**src/rtl/ai_i2s_pkg.sv**
```systemverilog
// ai_i2s_pkg: shared types and default constants for the I2S slave receiver.
//   i2s_state_e      : receiver FSM state (IDLE, LEFT, RIGHT)
//   I2S_SAMPLE_WIDTH : default bits kept per channel
//   I2S_FIFO_DEPTH   : default number of stereo pairs buffered
package ai_i2s_pkg;

  typedef enum logic [1:0] {
    IDLE  = 2'd0,
    LEFT  = 2'd1,
    RIGHT = 2'd2
  } i2s_state_e;

  localparam int I2S_SAMPLE_WIDTH = 16;
  localparam int I2S_FIFO_DEPTH   = 4;

endpackage

```
**src/rtl/ai_i2s_sync_fifo.sv**
```systemverilog
// ai_i2s_sync_fifo: single-clock FIFO whose head entry is a register, so
// rdata_o comes straight from a flop and never changes without a pop.
//   clk_i, rst_i  : clock, synchronous active-high reset
//   push_i        : write push_data_i (dropped with overrun_o if full and no pop)
//   pop_i         : consumer accept; ignored while empty
//   rdata_o       : head entry; valid_o : FIFO not empty
//   level_o       : number of stored entries
//   overrun_o     : one-cycle pulse, registered, when a push was dropped
module ai_i2s_sync_fifo #(
  parameter int WIDTH = 32,
  parameter int DEPTH = 4
) (
  input  logic                     clk_i,
  input  logic                     rst_i,
  input  logic                     push_i,
  input  logic [WIDTH-1:0]         push_data_i,
  input  logic                     pop_i,
  output logic [WIDTH-1:0]         rdata_o,
  output logic                     valid_o,
  output logic [$clog2(DEPTH):0]   level_o,
  output logic                     overrun_o
);

  localparam int LVL_W = $clog2(DEPTH) + 1;

  logic [WIDTH-1:0] mem_q [DEPTH];
  logic [WIDTH-1:0] mem_d [DEPTH];
  logic [LVL_W-1:0] count_q, count_d;
  logic             overrun_q, overrun_d;
  logic             full, do_pop, do_push;
  logic [LVL_W-1:0] wr_pos;

  // Entry 0 is always the head: a pop shifts everything down one slot and a
  // push lands in the first free slot (one lower when popping at the same time).
  always_comb begin
    mem_d     = mem_q;
    count_d   = count_q;
    full      = (count_q == LVL_W'(DEPTH));
    do_pop    = pop_i && (count_q != '0);
    do_push   = push_i && (!full || do_pop);
    overrun_d = push_i && full && !do_pop;
    wr_pos    = do_pop ? (count_q - LVL_W'(1)) : count_q;
    if (do_pop) begin
      for (int i = 0; i < DEPTH - 1; i++) begin
        mem_d[i] = mem_q[i+1];
      end
      mem_d[DEPTH-1] = '0;
    end
    if (do_push) begin
      mem_d[wr_pos[LVL_W-2:0]] = push_data_i;
    end
    count_d = count_q + LVL_W'(do_push) - LVL_W'(do_pop);
  end

  always_ff @(posedge clk_i) begin
    if (rst_i) begin
      for (int i = 0; i < DEPTH; i++) begin
        mem_q[i] <= '0;
      end
      count_q   <= '0;
      overrun_q <= 1'b0;
    end else begin
      mem_q     <= mem_d;
      count_q   <= count_d;
      overrun_q <= overrun_d;
    end
  end

  assign rdata_o   = mem_q[0];
  assign valid_o   = (count_q != '0);
  assign level_o   = count_q;
  assign overrun_o = overrun_q;

endmodule

```
**src/rtl/ai_i2s_slave_rx.sv**
```systemverilog
// ai_i2s_slave_rx: I2S slave receiver. Synchronizes the external SCK/WS/SD
// lines into wb_clk_i, deserializes left/right words MSB first with the I2S
// one-bit WS delay, and buffers {left,right} pairs in a small FIFO.
//   wb_clk_i, wb_rst_i        : clock, synchronous active-high reset
//   enable_i                  : receiver enable (low = hold FSM in IDLE)
//   i2s_sck_in/ws_in/sd_in    : asynchronous I2S bit clock, word select, data
//   rx_data_valid/rx_data     : FIFO head {left, right}
//   rx_data_ready             : consumer accept
//   fifo_level_o              : stored pair count
//   overrun_o                 : pulse, a pair was dropped (FIFO full)
//   frame_err_o               : pulse, a closed word was shorter than SAMPLE_WIDTH
//   state_o                   : current FSM state (debug)
// Handshake: a pair transfers on every cycle where rx_data_valid and
// rx_data_ready are both high; while valid is high and ready is low,
// rx_data holds its value; valid never depends on ready.
module ai_i2s_slave_rx
  import ai_i2s_pkg::*;
#(
  parameter int SAMPLE_WIDTH = I2S_SAMPLE_WIDTH,
  parameter int DATA_WIDTH   = 2 * SAMPLE_WIDTH,
  parameter int FIFO_DEPTH   = I2S_FIFO_DEPTH
) (
  input  logic                          wb_clk_i,
  input  logic                          wb_rst_i,
  input  logic                          enable_i,
  input  logic                          i2s_sck_in,
  input  logic                          i2s_ws_in,
  input  logic                          i2s_sd_in,
  output logic                          rx_data_valid,
  output logic [DATA_WIDTH-1:0]         rx_data,
  input  logic                          rx_data_ready,
  output logic [$clog2(FIFO_DEPTH):0]   fifo_level_o,
  output logic                          overrun_o,
  output logic                          frame_err_o,
  output i2s_state_e                    state_o
);

  localparam int CNT_W = $clog2(SAMPLE_WIDTH + 1);
  localparam int IDX_W = $clog2(SAMPLE_WIDTH);

  // Synchronizer bit order: {sck, ws, sd}
  logic [2:0]              sync1_q, sync1_d, sync2_q, sync2_d;
  logic                    sck_prev_q, sck_prev_d;
  i2s_state_e              state_q, state_d;
  logic                    ws_prev_q, ws_prev_d;
  logic [SAMPLE_WIDTH-1:0] shift_q, shift_d;
  logic [CNT_W-1:0]        cnt_q, cnt_d;
  logic [SAMPLE_WIDTH-1:0] left_q, left_d;
  logic [DATA_WIDTH-1:0]   pair_q, pair_d;
  logic                    push_q, push_d;
  logic                    frame_err_q, frame_err_d;

  logic                    strobe, ws_s, sd_s, ws_rise, ws_fall, short_word;
  logic [SAMPLE_WIDTH-1:0] word_bits;
  logic [CNT_W-1:0]        bits_new;
  logic [IDX_W-1:0]        wr_idx;

  always_comb begin
    sync1_d    = {i2s_sck_in, i2s_ws_in, i2s_sd_in};
    sync2_d    = sync1_q;
    sck_prev_d = sync2_q[2];
  end

  // All three lines share the same synchronizer latency, so WS/SD seen at
  // the strobe belong to the same SCK rising edge.
  assign strobe  = sync2_q[2] && !sck_prev_q;
  assign ws_s    = sync2_q[1];
  assign sd_s    = sync2_q[0];
  assign ws_rise = strobe && ws_s && !ws_prev_q;
  assign ws_fall = strobe && !ws_s && ws_prev_q;

  always_comb begin
    state_d     = state_q;
    ws_prev_d   = ws_prev_q;
    shift_d     = shift_q;
    cnt_d       = cnt_q;
    left_d      = left_q;
    pair_d      = pair_q;
    push_d      = 1'b0;
    frame_err_d = 1'b0;

    // Current word with this strobe's bit appended; bits past SAMPLE_WIDTH
    // are dropped and the counter saturates.
    word_bits = shift_q;
    bits_new  = cnt_q;
    wr_idx    = IDX_W'(SAMPLE_WIDTH - 1) - cnt_q[IDX_W-1:0];
    if (cnt_q < CNT_W'(SAMPLE_WIDTH)) begin
      word_bits[wr_idx] = sd_s;
      bits_new          = cnt_q + CNT_W'(1);
    end
    short_word = (bits_new < CNT_W'(SAMPLE_WIDTH));

    // WS history keeps tracking while disabled so re-enable resyncs cleanly.
    if (strobe) begin
      ws_prev_d = ws_s;
    end

    if (!enable_i) begin
      state_d = IDLE;
      shift_d = '0;
      cnt_d   = '0;
    end else if (strobe) begin
      case (state_q)
        IDLE: begin
          // Bit at the WS fall closes a word we never saw start: discard it.
          if (ws_fall) begin
            state_d = LEFT;
            shift_d = '0;
            cnt_d   = '0;
          end
        end
        LEFT: begin
          if (ws_rise) begin
            left_d      = word_bits;
            frame_err_d = short_word;
            state_d     = RIGHT;
            shift_d     = '0;
            cnt_d       = '0;
          end else begin
            shift_d = word_bits;
            cnt_d   = bits_new;
          end
        end
        RIGHT: begin
          if (ws_fall) begin
            pair_d      = {left_q, word_bits};
            push_d      = 1'b1;
            frame_err_d = short_word;
            state_d     = LEFT;
            shift_d     = '0;
            cnt_d       = '0;
          end else begin
            shift_d = word_bits;
            cnt_d   = bits_new;
          end
        end
        default: state_d = IDLE;
      endcase
    end
  end

  always_ff @(posedge wb_clk_i) begin
    if (wb_rst_i) begin
      sync1_q     <= '0;
      sync2_q     <= '0;
      sck_prev_q  <= 1'b0;
      state_q     <= IDLE;
      ws_prev_q   <= 1'b0;
      shift_q     <= '0;
      cnt_q       <= '0;
      left_q      <= '0;
      pair_q      <= '0;
      push_q      <= 1'b0;
      frame_err_q <= 1'b0;
    end else begin
      sync1_q     <= sync1_d;
      sync2_q     <= sync2_d;
      sck_prev_q  <= sck_prev_d;
      state_q     <= state_d;
      ws_prev_q   <= ws_prev_d;
      shift_q     <= shift_d;
      cnt_q       <= cnt_d;
      left_q      <= left_d;
      pair_q      <= pair_d;
      push_q      <= push_d;
      frame_err_q <= frame_err_d;
    end
  end

  ai_i2s_sync_fifo #(
    .WIDTH (DATA_WIDTH),
    .DEPTH (FIFO_DEPTH)
  ) u_fifo (
    .clk_i       (wb_clk_i),
    .rst_i       (wb_rst_i),
    .push_i      (push_q),
    .push_data_i (pair_q),
    .pop_i       (rx_data_ready),
    .rdata_o     (rx_data),
    .valid_o     (rx_data_valid),
    .level_o     (fifo_level_o),
    .overrun_o   (overrun_o)
  );

  assign frame_err_o = frame_err_q;
  assign state_o     = state_q;

endmodule

```
**config.mk**
```make
export PLATFORM = sky130hd
export DESIGN_NAME = ai_i2s_slave_rx
export DESIGN_NICKNAME = d
export VERILOG_FILES = /design/src/rtl/ai_i2s_pkg.sv /design/src/rtl/ai_i2s_sync_fifo.sv /design/src/rtl/ai_i2s_slave_rx.sv
export SDC_FILE = /design/constraint.sdc
export NUM_CORES = 1
export LEC_CHECK = 0
export CORE_AREA = 2 2 152 213
export CTS_BUF_LIST = sky130_fd_sc_hd__clkbuf_2 sky130_fd_sc_hd__clkbuf_4 sky130_fd_sc_hd__clkbuf_8
export DETAILED_ROUTE_END_ITERATION = 8
export DIE_AREA = 0 0 154 215
export HOLD_SLACK_MARGIN = 0.12
export SETUP_SLACK_MARGIN = 0.3
export SLEW_MARGIN = 25
export SYNTH_ARGS = -nofsm -noshare
export SYNTH_HDL_FRONTEND = slang
export SYNTH_SLANG_ARGS = --single-unit
```
**constraint.sdc**
```tcl
create_clock -name wb_clk_i -period 6.8 [get_ports wb_clk_i]
set_input_delay 1.36 -clock wb_clk_i [delete_from_list [all_inputs] [get_ports wb_clk_i]]
set_output_delay 1.36 -clock wb_clk_i [all_outputs]
set_load 0.005 [all_outputs]
```
After elaboration in Yosys (flattened, before gate mapping)
Cells that the tools add are included.

$add $sub $neg: 5. Magnitude comparators: 6. Equal/unequal tests: 6. Multiplexer cells: 26. Bitwise operators: 4. Reduce and logical (&&, ||, !) cells: 28.

Operators with widths (number): two-way mux 128 bit (2); bitwise mux 128 bit (1); demux 32 bit (select 2 bit) (1); two-way mux 16 bit (4); case mux 16 bit (3 select lines) (1); two-way mux 32 bit (1); two-way mux 5 bit (4); bitwise mux 16 bit (1); case mux 5 bit (3 select lines) (1); logical AND 1 bit (11); less-than comparator 5 bit, second input constant (2); AND reduction 4 bit (2); two-way mux 2 bit (3); AND reduction 3 bit (2); nonzero test 3 bit (2); adder 5 x 1 -> 5 bit, second input constant (1); logical NOT 1 bit (5); less-than comparator 4 x 5 -> 1 bit, second input constant (1); demux 1 bit (select 4 bit) (1); >= comparator 4 x 1 -> 1 bit, second input constant (1); two-way mux 1 bit (4); inequality test 2 bit, second input constant (2); case mux 2 bit (2 select lines) (1); OR reduction 2 bit (2); 17 further kinds (19).

Register bits: 213. Bits of input ports: 7. Output and inout bits: 40. Word-level logic and storage cells: 92.

Longest topological paths before layout
Depth after elaboration: 10. Gate-level depth with buffers: 15. Mapped depth without buffers: 14.

Cells and area by module
A second synthesis with hierarchy kept.

Cells, all modules: 1125. Area, all modules: 9736.8 um^2.

Modules (own cells, without submodules): ai_i2s_sync_fifo (times used 1, cells an instance 776, area an instance 6407.4 um^2, seq. area each 2642.5 um^2); ai_i2s_slave_rx (times used 1, cells an instance 349, area an instance 3329.4 um^2, seq. area each 1621.6 um^2).

Worst setup path after synthesis
No wires, ideal clock.

Path kind: in2reg. From: in rx_data_ready. To: reg u_fifo.mem_q, in the netlist u_fifo.rdata_o[10]. Library setup time: 0.091 ns. Arrival: 3.153 ns. Data required time: 6.709 ns. Path slack: 3.556 ns. Stages: 10. Buffers on the path: 3. Cells stage by stage: nand2_1 inv_2 clkbuf_1 ha_1 and3_1 nand3b_1 clkbuf_1 clkbuf_1 nor2_1 a311oi_1.

Word-level cells in the longest chain between the ends: 9. Elaborated cells between the ends (all ways): 13. Those cells by class: 2 x order compare; 6 x mux; 1 x bitwise; 4 x reduce/logical.

Ends and longest elaborated chain: start: declaration (line ai_i2s_slave_rx.sv:31) `input logic rx_data_ready,`; logical AND 1 bit * (line ai_i2s_sync_fifo.sv:39) `do_pop = pop_i && (count_q != '0);`; two-way mux 2 bit (line ai_i2s_sync_fifo.sv:42) `wr_pos = do_pop ? (count_q - LVL_W'(1)) : count_q;`; NOT 2 -> 3 bit (implied by the code) (line ai_i2s_sync_fifo.sv:50) `mem_d[wr_pos[LVL_W-2:0]] = push_data_i;`; >= comparator 3 bit (implied by the code) or less-than comparator 3 x 1 -> 1 bit (tied branches) (line ai_i2s_sync_fifo.sv:50); logical AND 1 bit (implied by the code) (line ai_i2s_sync_fifo.sv:50); two-way mux 32 bit (implied by the code) (line ai_i2s_sync_fifo.sv:50); demux 32 bit (select 2 bit) (line ai_i2s_sync_fifo.sv:50); bitwise mux 128 bit (line ai_i2s_sync_fifo.sv:50); two-way mux 128 bit * (line ai_i2s_sync_fifo.sv:49) `if (do_push) begin`; end signal: assignment (line ai_i2s_sync_fifo.sv:63) `mem_q <= mem_d;`; end: declaration (line ai_i2s_sync_fifo.sv:26) `logic [WIDTH-1:0] mem_q [DEPTH];`.

Every way passes the cells marked *; elsewhere a longest branch is shown, timed or not. A chain may end at the register's enable or synchronous reset.

Final worst setup path
From: in rx_data_ready. To: reg u_fifo.mem_q, in the netlist u_fifo.rdata_o[7].

Same word-level chain as after synthesis.

==> parameters.txt <==
Parameter                              Value

Timing
  Minimum clock period ... 3.649 ns
  Setup-failing EPs final ... 0
  Setup_tns ... 0 ns
  Worst max-slew margin expressed relative to the limit ... 0.3380
  Highest clock rate ... 274.0 MHz
  Final max-slew violation count ... 0
  Pin slew with the least headroom to its limit ... 0.9930 ns
  Final-report hold violation count ... 0
  Final clock skew ... 0.02697 ns
  Period Utilization, post-route ... 0.5366
  Setup repair after global routing missed its margin ... false

Synth
  Synth Cell Area ... 0.009200 sq mm
  FFs w/ async S/R, synth ... 0
  Fraction of synthesized cell area taken by the top area cell type ... 0.4635
  Post-synthesis average cell area ... 8.410 sq um
  Primary flip-flop cell chosen by synthesis mapping ... sky130_fd_sc_hd__dfxtp_1
  Count of flip-flops with a built-in enable after synthesis ... 0
  Number of library cell types mapped by synthesis ... 46
  Mux share of post-synthesis cell area ... 0.05440
  Adder-cell share of the synthesized area ... 0.01714
  Area share of and/or/nand/nor cells after synthesis ... 0.2315
  Total of flip-flops plus latches after synthesis ... 213
  Net count after synthesis ... 1,113
  Largest area contributor in the synthesized netlist ... sky130_fd_sc_hd__dfxtp_1
  Fraction of synthesized cell area in xor and xnor cells ... 0.003808
  Fraction of the mapped netlist area in compound gates ... 0.1599
  Cell count after synthesis ... 1,094
  Main area contributors after synthesis ... sky130_fd_sc_hd__dfxtp_1, sky130_fd_sc_hd__nand2_1, sky130_fd_sc_hd__a311oi_1, sky130_fd_sc_hd__nor2_1, sky130_fd_sc_hd__mux2i_1
  Share of the yosys chip area belonging to registers ... 0.4635
  Total of warnings raised by yosys ... 0
  Main combinational cell family by area after synthesis ... simple AND/OR/NAND/NOR gates

CTS
  Setup Fix Bufs, Post-CTS ... 0
  H-Tree Depth ... 2
  Number of buffers created by CTS ... 35
  Total of cells resized after clock tree synthesis ... 0
  Clk Tree Root Cell ... sky130_fd_sc_hd__clkbuf_8
  TritonCTS clock tree ... yes
  TritonCTS Sinks ... 213
  Hold Buf Count CTS ... 0
  Clock latency at the later pin of the worst-skew pair ... 0.54 ns
  Maximum number of buffers from clock root to sink ... 3
  Clock-pin slew of the registers on the worst-case setup and hold paths ... 0.06 ns

Placed design
  Port Buf Inserts ... 46
  Detailed placer's ending HPWL ... 12.00 mm
  Post-placement cell area ... 0.009652 sq mm
  Routability-driven placement congestion ratio ... 0.7495

Power
  Leakage power ... 0.003558 uW
  P per Cell Area ... 264.1 mW/mm^2
  Worst IR Drop VDD ... 0.0001259 V

Detailed routing
  Via total after detailed routing ... 7,239
  Number of iterations in the first detailed-routing pass ... 5
  Routed WL per cell ... 13.41 um
  Number of nets with antenna violations after routing ... 0
  Wire length after detailed routing ... 19.87 mm
  Vias per Instance ... 4.885
  DRC violation count after routing ... 0
  1st-iter DRT viols ... 438

Critical path
  Endpoint arrival time on the critical path ... 4.08 ns
  Crit path capture type ... flop
  Critical-path maximum fanout ... 64
  Required time reported for the critical path endpoint ... 7.23 ns
  Kind of start point of the critical path ... input port
  WS Path Type ... in2reg

Floorplanning
  Vertical die dimension ... 215 um
  I/O Pins ... 47
  Core box area ... 0.03131 sq mm
  Full die area ... 0.03311 sq mm
  Die X-Extent ... 154 um
  Starting Density ... 0.2938
  Std cell rows ... 77

Cells and area
  Layout Cell Area excl Fill ... 0.01033 sq mm
  Fraction of layout cells with a size suffix above 1 ... 0.08932
  Nets ... 1,084
  Area grow syn2layout ... 12.33%
  Total of fill cells in the finished design ... 3,224

Flow run
  Max-capacitance violation count ... 0

Global route
  Residual overflow from global routing ... 0
  Antenna violations before repair ... 0
  Pin count of the biggest net entering global routing ... 104
  Aggregate global-route resource usage ... 0.1180
  Via count of the first global-routing pass ... 6,757
  First-pass GRT wire length ... 33.22 mm

Outcome
  Result of the run ... complete, no violations

Worst hold path
  Worst hold path type ... reg2reg
[state kept, by name, summed over array words and instances (netlist names), 2 cells and up]
signal	count
cnt_q	5
left_q	16
pair_q	32
shift_q	16
state_o	2
sync1_q	3
sync2_q	3
u_fifo.level_o	3
u_fifo.mem_q	96
u_fifo.rdata_o	32
[worst max-delay path, stage by stage]
cell,delay (ns)
sky130_fd_sc_hd__clkdlybuf4s50_1,0.56
sky130_fd_sc_hd__nand2_4,0.25
sky130_fd_sc_hd__inv_2,0.32
sky130_fd_sc_hd__ha_1,0.30
sky130_fd_sc_hd__and3_1,0.19
sky130_fd_sc_hd__nand3b_1,0.10
sky130_fd_sc_hd__buf_4,0.51
sky130_fd_sc_hd__nor2_1,0.11
sky130_fd_sc_hd__a311oi_1,0.29
[power by group]
part / internal [uW] / switching, uW
logic: 75.1 / 282
registers: 1260 / 11.6
clock network: 606 / 496
total: 1940 / 790
[kinds of logic after synthesis]
| kind of cell | Yosys count |
|---|---|
| AO/OA/AOI/OAI | 176 |
| AND/OR/NAND/NOR | 507 |
| adder cells (fa/ha/maj) | 12 |
| buffers and inverters | 132 |
| XOR/XNOR | 4 |
| flip-flops | 213 |
| multiplexers | 50 |
[cell usage in the layout (no fill, tap or decap), types with 15 or more instances in the layout]
cell	synthesis	final
sky130_fd_sc_hd__clkdlybuf4s50_1	0	45
sky130_fd_sc_hd__a211oi_1	32	32
sky130_fd_sc_hd__nand2_1	239	238
sky130_fd_sc_hd__a21oi_1	22	22
sky130_fd_sc_hd__dfxtp_1	213	213
sky130_fd_sc_hd__clkbuf_4	0	15
sky130_fd_sc_hd__mux2i_1	50	50
sky130_fd_sc_hd__nor2_1	183	182
sky130_fd_sc_hd__a311oi_1	96	96
sky130_fd_sc_hd__and2_1	33	33
sky130_fd_sc_hd__clkbuf_8	0	39
[stage by stage]
step / total power [uW] / utilization / cells / worst slack (ns) / hold slack [ns]
floorplan: 1550 / - / 1094 / 3.556 / 0.4138
global placement: 1661 / 0.3083 / 1423 / 2.770 / 0.4276
detailed placement: 1659 / 0.3083 / 1423 / 2.624 / 0.4289
CTS: 2776 / 0.3298 / 1481 / 3.193 / 0.4360
global route: 2855 / 0.3300 / 1481 / 2.956 / 0.4580
finish: 2729 / 0.3301 / 1482 / 3.151 / 0.4332
[routing by layer]
metal / share of wire / routed length (um) / vias to the layer above / GRT usage
li1: - / - / 3653 / -
met1: 0.45 / 9039 / 3438 / 0.1470
met2: 0.48 / 9576 / 117 / 0.1982
met3: 0.041 / 805 / 31 / 0.02521
met4: 0.022 / 445 / 0 / 0.04642
met5: 0 / 0 / - / 0
[area by class of cell]
cell class	count	area (sq um)	share of cell area
Clock inverter	4	26.28	0.002542
Tap cell	395	494.2	0.04782
Clock buffer	54	649.4	0.06283
Timing Repair Buffer	54	525.5	0.05085
Inverter	12	45.04	0.004358
Multi-Input combinational cell	749	4328	0.4188
Sequential cell	213	4264	0.4126
Antenna cell	1	2.502	0.0002421
[path summary, 6_finish.rpt]
path,from,to,slack (ns),cells after the start
max,rx_data_ready,u_fifo.rdata_o[7],3.15,9
min,left_q[7],pair_q[23],0.43,2
max reg2reg,u_fifo.level_o[1],u_fifo.rdata_o[7],3.60,12
min reg2reg,left_q[7],pair_q[23],0.43,2
[synth_stat cells (12+ instances only)]
master                     number
sky130_fd_sc_hd__nand2_1      239
sky130_fd_sc_hd__a211oi_1      32
sky130_fd_sc_hd__and2_1        33
sky130_fd_sc_hd__a21oi_1       22
sky130_fd_sc_hd__clkbuf_1      78
sky130_fd_sc_hd__mux2i_1       50
sky130_fd_sc_hd__a311oi_1      96
sky130_fd_sc_hd__buf_4         33
sky130_fd_sc_hd__nor2b_1       12
sky130_fd_sc_hd__nor2_1       183
sky130_fd_sc_hd__dfxtp_1      213
Power figures use the tool's default switching activity.
